## src/rtl/fp_writeback_collector_pkg.sv

```systemverilog
// fp_writeback_collector_pkg: shared widths, vector types and writeback entry layout
package fp_writeback_collector_pkg;
  localparam int REG_BITS = 5;
  localparam int VEC_WIDTH = 4;
  localparam int FP_LATENCY_DEFAULT = 4;
  typedef logic [31:0] Scalar_t;
  typedef Scalar_t [VEC_WIDTH-1:0] Vector_t;
  typedef struct packed {
    logic [REG_BITS-1:0] dst_reg;
    logic dst_type;
    logic [VEC_WIDTH-1:0] mask;
    Vector_t data;
  } WbEntry_t;
  typedef struct packed {
    logic valid;
    logic [REG_BITS-1:0] dst_reg;
    logic dst_type;
    logic [VEC_WIDTH-1:0] mask;
  } meta_t;
endpackage

```

## src/rtl/wb_result_fifo.sv

```systemverilog
// wb_result_fifo: power-of-two result buffer; pointers wrap naturally at DEPTH
module wb_result_fifo
  import fp_writeback_collector_pkg::*;
#(
  parameter int DEPTH = 4
) (
  input  logic clk,
  input  logic rst,
  input  logic push,
  input  logic pop,
  input  WbEntry_t push_data,
  output WbEntry_t head,
  output logic [$clog2(DEPTH):0] count,
  output logic full,
  output logic empty
);
  localparam int AW = $clog2(DEPTH);
  WbEntry_t mem_q [DEPTH];
  WbEntry_t mem_d [DEPTH];
  logic [AW-1:0] wr_ptr_q, wr_ptr_d, rd_ptr_q, rd_ptr_d;
  logic [AW:0] count_q, count_d;
  logic do_push, do_pop;
  assign count = count_q;
  assign full = count_q == (AW+1)'(DEPTH);
  assign empty = count_q == '0;
  assign head = empty ? '0 : mem_q[rd_ptr_q];
  always_comb begin
    do_push = push && !full;
    do_pop = pop && !empty;
    mem_d = mem_q;
    if (do_push) mem_d[wr_ptr_q] = push_data;
    wr_ptr_d = wr_ptr_q + AW'(do_push);
    rd_ptr_d = rd_ptr_q + AW'(do_pop);
    count_d = count_q + (AW+1)'(do_push) - (AW+1)'(do_pop);
  end
  always_ff @(posedge clk) begin
    mem_q <= mem_d;
    if (rst) begin
      wr_ptr_q <= '0;
      rd_ptr_q <= '0;
      count_q <= '0;
    end else begin
      wr_ptr_q <= wr_ptr_d;
      rd_ptr_q <= rd_ptr_d;
      count_q <= count_d;
    end
  end
endmodule

```

## src/rtl/fp_writeback_collector.sv

```systemverilog
// fp_writeback_collector: tracks FP destination metadata alongside the FP pipe and buffers results for writeback
module fp_writeback_collector
  import fp_writeback_collector_pkg::*;
#(
  parameter int FP_LATENCY = FP_LATENCY_DEFAULT,
  parameter int BUF_DEPTH = 4
) (
  input  logic clk,
  input  logic rst,
  input  logic issueValid,
  output logic issueReady,
  input  logic [REG_BITS-1:0] issueDstReg,
  input  logic issueDstType,
  input  logic [VEC_WIDTH-1:0] issueMask,
  output logic fpStall,
  input  Vector_t fpResult,
  output logic wbValid,
  input  logic wbReady,
  output logic [REG_BITS-1:0] wbDstReg,
  output logic wbDstType,
  output logic [VEC_WIDTH-1:0] wbMask,
  output Vector_t wbData,
  output logic busy
);
  meta_t stage_q [FP_LATENCY];
  meta_t stage_d [FP_LATENCY];
  meta_t tail;
  WbEntry_t push_entry, head;
  logic [$clog2(BUF_DEPTH):0] count;
  logic full, empty, push, any_valid;
  assign tail = stage_q[FP_LATENCY-1];
  // Stall only when the tail has somewhere to go but the buffer is full (registered count)
  assign fpStall = tail.valid && full;
  assign issueReady = !fpStall;
  assign push = tail.valid && !fpStall && (tail.mask != '0);
  assign push_entry = {tail.dst_reg, tail.dst_type, tail.mask, fpResult};
  assign wbValid = !empty;
  assign wbDstReg = head.dst_reg;
  assign wbDstType = head.dst_type;
  assign wbMask = head.mask;
  assign wbData = head.data;
  assign busy = any_valid || (count != '0);
  always_comb begin
    stage_d = stage_q;
    if (!fpStall) begin
      stage_d[0].valid = issueValid;
      stage_d[0].dst_reg = issueDstReg;
      stage_d[0].dst_type = issueDstType;
      stage_d[0].mask = issueMask;
      for (int i = 1; i < FP_LATENCY; i++) stage_d[i] = stage_q[i-1];
    end
  end
  always_comb begin
    any_valid = 1'b0;
    for (int i = 0; i < FP_LATENCY; i++) any_valid = any_valid | stage_q[i].valid;
  end
  always_ff @(posedge clk) begin
    if (rst) begin
      for (int i = 0; i < FP_LATENCY; i++) stage_q[i] <= '0;
    end else begin
      stage_q <= stage_d;
    end
  end
  wb_result_fifo #(.DEPTH(BUF_DEPTH)) u_fifo (
    .clk(clk),
    .rst(rst),
    .push(push),
    .pop(wbValid && wbReady),
    .push_data(push_entry),
    .head(head),
    .count(count),
    .full(full),
    .empty(empty)
  );
endmodule

```

## config.mk

```make
export PLATFORM = sky130hd
export DESIGN_NAME = fp_writeback_collector
export DESIGN_NICKNAME = d
export VERILOG_FILES = /design/src/rtl/fp_writeback_collector_pkg.sv /design/src/rtl/wb_result_fifo.sv /design/src/rtl/fp_writeback_collector.sv
export SDC_FILE = /design/constraint.sdc
export NUM_CORES = 1
export LEC_CHECK = 0
export ABC_AREA = 1
export CAP_MARGIN = 20
export CORE_MARGIN = 2
export CORE_UTILIZATION = 45
export DETAILED_ROUTE_END_ITERATION = 7
export MAX_ROUTING_LAYER = met4
export PLACE_DENSITY = 0.69
export SYNTH_ARGS = -nofsm -noshare
export SYNTH_HDL_FRONTEND = slang
export SYNTH_HIERARCHICAL = 1
export SYNTH_SLANG_ARGS = --single-unit
```

## constraint.sdc

```tcl
create_clock -name clk -period 10.2 [get_ports clk]
set_input_delay 1.02 -clock clk [delete_from_list [all_inputs] [get_ports clk]]
set_output_delay 1.02 -clock clk [all_outputs]
set_load 0.01 [all_outputs]
```

==> impl_metrics.ini <==
[run_status]
outcome = finished, final reports clean

[setup_path]
reg2reg_depth = 10
crit-reg2reg-launch = u_fifo/count[1]$_SDFF_PP0_
critPathLaunch = u_fifo/rd_ptr_q[0]$_SDFF_PP0_
cp_data_arrival_time_ns = 4.30
end_kind = output port
critPathKind = flip-flop to output port
cp.required_ns = 9.18
startpoint_type = flip-flop
cp_max_fo = 188

[clock_tree]
cts_max_path_buffers = 3
clk_pin_slew_ns = 0.06
cts_root_buffer = clkbuf_16
numClockSinks = 603
holdBufCountCts = 0
post_cts_buffers = 0
cts_tree = built
insertion_delay_ns = 0.63
htree_num_levels = 2
numCtsBuffers = 60
post_cts_resize_count = 0

[synthesis]
ys_warn_count = 6
synth.area.top_cells = edfxtp_1, nor2_1, dfxtp_1, o21ai_1, a21oi_1
yosysTopAreaCell = edfxtp_1
seq_area_frac_synth_pct = 74.90
synth_nets = 2113
synth_seq_cells = 603
synthCells = 1968
synth_area_um2 = 23490
synthArstFlopShare_pct = 0
avgSynthCellArea_um2 = 11.94
synth_cell_types = 25
synth_top_area_share_pct = 70.56
synth_ff_type = edfxtp_1
synth-edff-count = 552

[timing]
final.setup.tns_ns = 0
worst_pin_slew_ns = 1.187
skew_ns = 0.02785
slew_violations = 0
rsz0062_at_grt = no
finalCritPeriodShare_pct = 52.15
min_period_ns = 5.319
hold_ws_ns = 0.4784
clock.fmax_ghz = 0.1880
hold_viol = 0
slew_headroom_pct = 20.85
setup_viol = 0

[floorplan]
core-area_um2 = 51510
die_h_um = 232.5
row_count = 83
die_w_um = 232.5
io_pins = 284
dieArea_um2 = 54050
start_util_pct = 45.61

[routing]
wl_mm = 54.32
firstDrtPassIters = 5
post_drt_via_cell_ratio = 5.135
drc = 0
wl_met3_mm = 3.765
via_count = 15184
met1Wirelength_mm = 23.08
ant_nets = 0
top_layer = met4
drtIter0Drc = 1031
wl_met2_mm = 25.99
wl_per_cell_um = 18.37

[grt]
first_global_vias = 14954
grtUsageTotal_pct = 20.47
grt_antenna_before_repair = 10
grt_pass1_wl_mm = 83.00
grt-ovfl-total = 0
grt_max_degree = 197

[min_path]
min_path_cells = 2
holdCritPathClass = flip-flop to flip-flop
hp-start = stage_q[22]$_SDFFE_PP0N_

[finish]
layout_commonest_cell = nor2_1
area_growth_pct = 22.96
fin_util_pct = 56.08
post_route_cells_drive_above_1_share_pct = 5.602
fin_nets = 2360
layout_common_cells = nor2_1, edfxtp_1, clkdlybuf4s50_1, o21ai_1, a21oi_1

[placed_design]
gp_congestion = 0.7813
portBuffers = 283
dp_hpwl_mm = 29.35

[pwr]
ir_worst_vdd_mv = 0.1515
power_density_nw_per_um2 = 175.8
power.leakage_nw = 10.12

[run]
drv_cap = 0
-- metrics by stage --
step / total power [mW] / std cells / worst slack (ns) / instance area [µm²]
2_1_floorplan: 2.775 / 1968 / -0.8255 / 23490
3_3_place_gp: 2.853 / 2831 / 5.742 / 26740
3_5_place_dp: 2.857 / 2831 / 5.640 / 26740
4_1_cts: 5.127 / 2945 / 4.967 / 28810
5_1_grt: 5.225 / 2957 / 4.628 / 28890
6_report: 5.078 / 2957 / 4.881 / 28890
-- registers in the layout (all words and copies together) (netlist names) --
| register | flops |
|---|---|
| u_fifo/wr_ptr_q | 2 |
| u_fifo/count | 3 |
| u_fifo/rd_ptr_q | 2 |
| u_fifo/mem_q | 552 |
| push_entry | 10 |
| stage_q | 34 |
-- kinds of logic (layout without fill, tap and decap cells) --
family / count (synthesis) / in the layout / share of synthesized area (%)
AO/OA/AOI/OAI: 418 / 418 / 8.905
AND/OR/NAND/NOR: 759 / 759 / 12.19
adder cells (fa/ha/maj): 3 / 3 / 0.1917
flip-flops: 603 / 603 / 74.90
XOR/XNOR: 2 / 2 / 0.07458
other: 0 / 10 / 0
buffers and inverters: 183 / 482 / 3.739
-- metal layers --
layer / up-vias / GRT usage, %
li1: 7306 / -
met1: 7351 / 25.52
met2: 426 / 33.03
met3: 101 / 4.632
met4: 0 / 7.186
met5: - / -
-- report_power, final --
part / switching [mW] / internal (mW)
combinational: 0.0426 / 0.0577
clock: 0.918 / 1.36
sequential: 0.00396 / 2.70
-- cell usage after synthesis (all sizes together) (2+ instances only) --
| master | count |
|---|---|
| nor2 | 650 |
| edfxtp | 552 |
| o21ai | 277 |
| a21oi | 141 |
| nand2 | 101 |
| buf | 95 |
| inv | 62 |
| dfxtp | 51 |
| clkbuf | 25 |
| nor3 | 5 |
| ha | 2 |
| nand3 | 2 |
-- worst paths after layout --
kind | end | slack [ns]
hold reg to reg | stage_q[22]$_SDFFE_PP0N_ | 0.48
setup / recovery | wbData[43] | 4.88
setup reg to reg | u_fifo/mem_q[32]$_DFFE_PP_ | 6.95
hold / removal | stage_q[22]$_SDFFE_PP0N_ | 0.48
-- worst max-delay path, stage by stage (launching register included) --
cell	delay (ns)
dfxtp_4	0.62
inv_8	0.79
buf_4	0.80
o21ai_0	0.21
a21oi_1	0.27
clkdlybuf4s50_1	0.61
-- area by class of cell --
| cell class | count | area [µm²] |
|---|---|---|
| well taps | 680 | 850.8 |
| flip-flops and latches | 603 | 17600 |
| clock inverters | 43 | 495.5 |
| multi-input cells | 1182 | 5037 |
| diodes | 10 | 25.02 |
| repair buffers | 305 | 3050 |
| inverters | 63 | 249.0 |
| fillers | 4189 | 22620 |
| clock buffers | 71 | 1574 |
Power figures use the tool's default switching activity.
